[src/rtl/dmem_pkg.sv]
// Shared definitions for the data-memory load/store controller: funct3 codes, FSM states
// and the access legality check.
package dmem_pkg;

  localparam logic [2:0] F3_B  = 3'd0;
  localparam logic [2:0] F3_H  = 3'd1;
  localparam logic [2:0] F3_W  = 3'd2;
  localparam logic [2:0] F3_BU = 3'd4;
  localparam logic [2:0] F3_HU = 3'd5;

  typedef enum logic [1:0] {
    StIdle,
    StRead,
    StWrite,
    StResp
  } state_e;

  // Legal funct3 for the direction, and naturally aligned for the access size.
  function automatic logic access_ok(input logic we, input logic [2:0] funct3,
                                     input logic [1:0] addr_lo);
    logic ok;
    case (funct3)
      F3_B:    ok = 1'b1;
      F3_H:    ok = ~addr_lo[0];
      F3_W:    ok = (addr_lo == 2'b00);
      F3_BU:   ok = ~we;
      F3_HU:   ok = ~we & ~addr_lo[0];
      default: ok = 1'b0;
    endcase
    return ok;
  endfunction

endpackage

[src/rtl/dmem_access_ctrl_if.sv]
// CPU-side request/response bus of the data-memory load/store controller.
interface dmem_access_ctrl_if #(
  parameter int unsigned ADDR_WIDTH = 12
);
  logic                  req_valid;
  logic                  req_ready;
  logic                  req_we;
  logic [2:0]            req_funct3;
  logic [ADDR_WIDTH-1:0] req_addr;
  logic [31:0]           req_wdata;
  logic                  rsp_valid;
  logic [31:0]           rsp_rdata;
  logic                  rsp_err;

  modport master (
    output req_valid, req_we, req_funct3, req_addr, req_wdata,
    input  req_ready, rsp_valid, rsp_rdata, rsp_err
  );

  modport slave (
    input  req_valid, req_we, req_funct3, req_addr, req_wdata,
    output req_ready, rsp_valid, rsp_rdata, rsp_err
  );
endinterface

[src/rtl/load_extend.sv]
// Selects the low byte/half/word of a RAM word and sign- or zero-extends it per funct3.
module load_extend
  import dmem_pkg::*;
(
  input  logic [2:0]  funct3,
  input  logic [31:0] word,
  output logic [31:0] result
);

  always_comb begin
    result = word;
    case (funct3)
      F3_B:    result = {{24{word[7]}}, word[7:0]};
      F3_H:    result = {{16{word[15]}}, word[15:0]};
      F3_BU:   result = {24'd0, word[7:0]};
      F3_HU:   result = {16'd0, word[15:0]};
      default: result = word;
    endcase
  end

endmodule

[src/rtl/dmem_access_ctrl.sv]
// RV32I load/store initiator for a byte-addressed RAM with a combinational word read and
// full-word write; sub-word stores are done as read-modify-write.
module dmem_access_ctrl
  import dmem_pkg::*;
#(
  parameter int unsigned ADDR_WIDTH = 12
) (
  input  logic                  clk,
  input  logic                  rst,
  dmem_access_ctrl_if.slave     bus,
  output logic [ADDR_WIDTH-1:0] mem_read_addr,
  input  logic [31:0]           mem_dout,
  output logic [ADDR_WIDTH-1:0] mem_write_addr,
  output logic [31:0]           mem_din,
  output logic                  mem_write_en
);

  state_e                state_q, state_d;
  logic [ADDR_WIDTH-1:0] addr_q;
  logic                  we_q;
  logic                  err_q;
  logic [2:0]            funct3_q;
  // Holds store data on accept, then the merged word (stores) or extended result (loads).
  logic [31:0]           data_q, data_d;
  logic [31:0]           load_val;
  logic                  accept;
  logic                  req_ok;

  assign accept = bus.req_valid && (state_q == StIdle);
  assign req_ok = access_ok(bus.req_we, bus.req_funct3, bus.req_addr[1:0]);

  load_extend u_load_extend (
    .funct3 (funct3_q),
    .word   (mem_dout),
    .result (load_val)
  );

  always_ff @(posedge clk or posedge rst) begin
    if (rst) begin
      state_q <= StIdle;
    end else begin
      state_q <= state_d;
    end
  end

  always_comb begin
    state_d = state_q;
    unique case (state_q)
      StIdle: begin
        if (bus.req_valid) begin
          if (!req_ok) begin
            state_d = StResp;
          end else if (bus.req_we && (bus.req_funct3 == F3_W)) begin
            state_d = StWrite;
          end else begin
            state_d = StRead;
          end
        end
      end
      StRead:  state_d = we_q ? StWrite : StResp;
      StWrite: state_d = StResp;
      StResp:  state_d = StIdle;
      default: state_d = StIdle;
    endcase
  end

  always_comb begin
    if (we_q) begin
      data_d = (funct3_q == F3_B) ? {mem_dout[31:8], data_q[7:0]}
                                  : {mem_dout[31:16], data_q[15:0]};
    end else begin
      data_d = load_val;
    end
  end

  always_ff @(posedge clk or posedge rst) begin
    if (rst) begin
      addr_q   <= '0;
      we_q     <= 1'b0;
      err_q    <= 1'b0;
      funct3_q <= 3'd0;
      data_q   <= 32'd0;
    end else if (accept) begin
      addr_q   <= bus.req_addr;
      we_q     <= bus.req_we;
      err_q    <= ~req_ok;
      funct3_q <= bus.req_funct3;
      data_q   <= bus.req_wdata;
    end else if (state_q == StRead) begin
      data_q   <= data_d;
    end
  end

  always_comb begin
    bus.req_ready  = (state_q == StIdle) && !rst;
    bus.rsp_valid  = 1'b0;
    bus.rsp_rdata  = 32'd0;
    bus.rsp_err    = 1'b0;
    mem_read_addr  = '0;
    mem_write_addr = '0;
    mem_din        = 32'd0;
    mem_write_en   = 1'b0;
    unique case (state_q)
      StIdle: ;
      StRead: mem_read_addr = addr_q;
      StWrite: begin
        mem_write_en   = 1'b1;
        mem_write_addr = addr_q;
        mem_din        = data_q;
      end
      StResp: begin
        bus.rsp_valid = 1'b1;
        bus.rsp_err   = err_q;
        bus.rsp_rdata = (we_q || err_q) ? 32'd0 : data_q;
      end
      default: ;
    endcase
  end

endmodule

[src/flat_wrapper.sv]
// flat-port wrapper written by rule: the top's interface ports become plain ports
module dmem_access_ctrl_flat import dmem_pkg::*;
#(
  parameter int unsigned ADDR_WIDTH = 12
)
  (clk, rst, mem_read_addr, mem_dout, mem_write_addr, mem_din, mem_write_en, bus_req_valid, bus_req_we, bus_req_funct3, bus_req_addr, bus_req_wdata, bus_req_ready, bus_rsp_valid, bus_rsp_rdata, bus_rsp_err);
  dmem_access_ctrl_if #(.ADDR_WIDTH(ADDR_WIDTH)) bus_i ();
  input  logic clk;
  input  logic rst;
  output logic [ADDR_WIDTH-1:0] mem_read_addr;
  input  logic [31:0] mem_dout;
  output logic [ADDR_WIDTH-1:0] mem_write_addr;
  output logic [31:0] mem_din;
  output logic mem_write_en;
  input wire logic [$bits(bus_i.req_valid)-1:0] bus_req_valid;
  input wire logic [$bits(bus_i.req_we)-1:0] bus_req_we;
  input wire logic [$bits(bus_i.req_funct3)-1:0] bus_req_funct3;
  input wire logic [$bits(bus_i.req_addr)-1:0] bus_req_addr;
  input wire logic [$bits(bus_i.req_wdata)-1:0] bus_req_wdata;
  output wire logic [$bits(bus_i.req_ready)-1:0] bus_req_ready;
  output wire logic [$bits(bus_i.rsp_valid)-1:0] bus_rsp_valid;
  output wire logic [$bits(bus_i.rsp_rdata)-1:0] bus_rsp_rdata;
  output wire logic [$bits(bus_i.rsp_err)-1:0] bus_rsp_err;
  assign bus_i.req_valid = bus_req_valid;
  assign bus_i.req_we = bus_req_we;
  assign bus_i.req_funct3 = bus_req_funct3;
  assign bus_i.req_addr = bus_req_addr;
  assign bus_i.req_wdata = bus_req_wdata;
  assign bus_req_ready = bus_i.req_ready;
  assign bus_rsp_valid = bus_i.rsp_valid;
  assign bus_rsp_rdata = bus_i.rsp_rdata;
  assign bus_rsp_err = bus_i.rsp_err;
  dmem_access_ctrl #(.ADDR_WIDTH(ADDR_WIDTH)) u_core (.clk(clk), .rst(rst), .bus(bus_i), .mem_read_addr(mem_read_addr), .mem_dout(mem_dout), .mem_write_addr(mem_write_addr), .mem_din(mem_din), .mem_write_en(mem_write_en));
endmodule
[config.mk]
export PLATFORM = sky130hd
export DESIGN_NAME = dmem_access_ctrl_flat
export DESIGN_NICKNAME = d
export VERILOG_FILES = /design/src/rtl/dmem_pkg.sv /design/src/rtl/dmem_access_ctrl_if.sv /design/src/rtl/load_extend.sv /design/src/rtl/dmem_access_ctrl.sv /design/src/flat_wrapper.sv
export SDC_FILE = /design/constraint.sdc
export NUM_CORES = 1
export LEC_CHECK = 0
export ABC_CLOCK_PERIOD_IN_PS = 4500
export CAP_MARGIN = 20
export CORE_AREA = 2 2 91 93
export CTS_CLUSTER_DIAMETER = 200
export DETAILED_ROUTE_END_ITERATION = 8
export DIE_AREA = 0 0 93 95
export PLACE_DENSITY_LB_ADDON = 0.2
export SYNTH_ARGS = -nofsm -noshare
export SYNTH_HDL_FRONTEND = slang
export SYNTH_SLANG_ARGS = --single-unit
[constraint.sdc]
create_clock -name clk -period 4.5 [get_ports clk]
set_input_delay 0.9 -clock clk [delete_from_list [all_inputs] [get_ports clk]]
set_output_delay 0.9 -clock clk [all_outputs]
set_load 0.005 [all_outputs]
==> metrics <==
HP Start=u_core.addr_q[1]; PortBufs=174; final period utilization=75.02%; final WL=9399 um; Clk Latency, worst-skew pair=0.30 ns; total CTS buffers=5; commonest cells after routing, fill and taps aside=clkdlybuf4s50_1, and2_1, dfrtp_1, nand2_1, nor2_1; GRT Util Overall=21.22%; post-CTS sizing=0; vias in the first global route=2,961; launch point of the worst path=u_core.state_q[0]; power share of the sequential group=28.6%; routed vias=3,049; Syn Area/Cell=9.378 um2; WL/cell=15.43 um; H-tree levels=2; power per cell area=597.6 mW/mm2; Yosys warnings=0; P_sw=1.100 mW; Mapped Nets=429; first-pass GRT wire length=14,900 um; die width=93 um; synthesized flop and latch total=51; pin count of the biggest net entering global routing=44; Post-synth EDFFs=0; CP Class=flop to output port; Final Net Count=591; Netlist Area Pre-Place=0.003198 mm2; initial antenna violation count=0; Placement Cell Area=0.005006 mm2; routed vias/inst=5.007; Fmax=296.2 MHz; CP cell instances=inv_1 -> ha_1 -> buf_4 -> and2_1 -> clkdlybuf4s50_1; setup_tns=0 ns; Slew Limit Fails=0; die area=0.008835 mm2; Clk network pwr share=10.8%; type of the worst min-delay path=flop to flop; Remaining DRCs=0; Max Cap Viol=0; Gate power share=60.6%; postcts setup bufs=0; Synth-to-Final Area Change=61.07%; # rows=33; CTS Hold Bufs=0; Synth top area share=39.91%; reg-to-reg slack, setup=2.24 ns; Clock Sink Count=51; reg2reg start=u_core.state_q[0]; CTS root buffer=clkbuf_8; Primary FF master, synth=dfrtp_1; Slowest-stage cell, CP=ha_1; commonest non-fill, non-tap cell in the layout=clkdlybuf4s50_1; critical path endpoint category=output port; max_slew headroom=45.17%; First DRT Iteration DRCs=82; worst-case clock buffer depth=2; Antenna Nets Post-Route=0; final setup violation count=0; clk slew on worst S/H paths=0.10 ns; gr ovfl total=0; fin area=0.005151 mm2; Sw Share=35.75%; Reg2Reg Depth=6; GPL Wtd Cong=0.7609; unrepaired setup endpoints after global routing=false; Synth area leaders=dfrtp_1, and2_1, mux2_2, a211o_1, a31oi_2; Cell Int Power=1.978 mW; maximum vdd ir drop=0.2487 mV; Max Fanout on Critical Path=26; First-pass DRT Iterations=4; sequential area share after synthesis=39.91%; fin crit period=3.376 ns; post-synth top area cell=dfrtp_1; Distinct cells, synth=35; proportion of layout cells with a drive suffix above 1=9.127%; hold path depth=1; post-DP HPWL=6911 um; # IOs=175; WP data arrival=2.48 ns; Starting Density=40.34%; Fin. Hold Viols=0; n_diodes=0; Async S/R FF share, synth=100.0%; height of the die=95 um; status=finished, final reports clean; Worst EP required=3.60 ns; CTS tree=yes; CP startpoint kind=flop; synthesized instance count=341; slew at the pin closest to its max-slew limit=0.8225 ns; clk_skew=0.007439 ns; CORE AREA=0.007928 mm2; Leakage Power=2.132 nW; max incr delay on CP=0.56 ns
worst paths after layout:
path	endpoint
worst max-delay path	mem_write_addr[1]
worst min-delay path	u_core.addr_q[1]
worst max register to register	u_core.data_q[20]
worst min register to register	u_core.addr_q[1]
max in group asynchronous	u_core.funct3_q[2]
min in group asynchronous	u_core.data_q[20]
logic make-up after synthesis:
family / share of synthesized area [%]
and+or+nand+nor: 25.78
adders and majority gates: 1.956
buffers and inverters: 5.595
AOI/OAI and AO/OA: 18.62
DFF: 39.91
muxes: 8.138
routing by layer:
metal | vias up | wire [um] | GRT usage (%)
li1 | 1498 | - | -
met1 | 1431 | 4164 | 27.80
met2 | 116 | 4577 | 36.53
met3 | 4 | 582 | 3.911
met4 | 0 | 74 | 5.025
met5 | - | 0 | 0
through the flow:
stage / setup WS (ns) / std cells / total power, mW / util [%] / hold slack [ns]
2_1_floorplan: 2.197 / 341 / 1.863 / - / 0.4633
3_3_place_gp: 1.418 / 599 / 2.694 / 62.89 / 0.4996
3_5_place_dp: 1.381 / 600 / 2.754 / 63.15 / 0.5075
4_1_cts: 1.014 / 608 / 3.090 / 64.63 / 0.5286
5_1_grt: 0.8851 / 609 / 3.327 / 64.98 / 0.5528
6_report: 1.124 / 609 / 3.078 / 64.98 / 0.5246
Yosys cell counts (2+ instances only):
cell      number
inv_1         11
o31ai_1        3
nor2b_1        3
buf_6          2
mux2_2        16
o211a_1        2
buf_2          4
and2_1        89
or3_1          3
a31oi_2        9
a211o_1       16
clkbuf_1      16
ha_1           5
nand2_1       28
a221oi_1       9
mux2i_1        8
o21ai_0       16
nor3_1         2
a31oi_1        6
nor2_1        18
a21oi_1        8
buf_1          4
dfrtp_1       51
cell type report:
cell class | instances | area [um2]
clock buffer | 6 | 82.58
clock inverter | 2 | 35.03
fill | 686 | 2776
inverter | 11 | 41.29
multi-input combinational | 252 | 1750
sequential | 51 | 1276
tap | 105 | 131.4
timing repair buffer | 182 | 1834
worst max-delay path: cells and delay by family (launching register included):
family	cells	cell delay, ns
flops	1	0.43
buf+inv	3	1.00
simple gates	1	0.17
fa+ha+maj	1	0.56
flip-flops by register name (all words and copies together), names as in the netlist:
name             flops
u_core.funct3_q      3
u_core.addr_q       12
u_core.err_q         1
u_core.we_q          1
u_core.state_q       2
u_core.data_q       32
power by group through the flow:
stage | clock network [mW] | logic (mW) | registers (mW)
after floorplan | 0 | 1.05 | 0.816
after global placement | 0 | 1.82 | 0.874
after detailed placement | 0 | 1.86 | 0.892
after CTS | 0.341 | 1.87 | 0.881
after global routing | 0.359 | 2.05 | 0.917
final | 0.332 | 1.87 | 0.879
(Power assumes the default switching activity.)
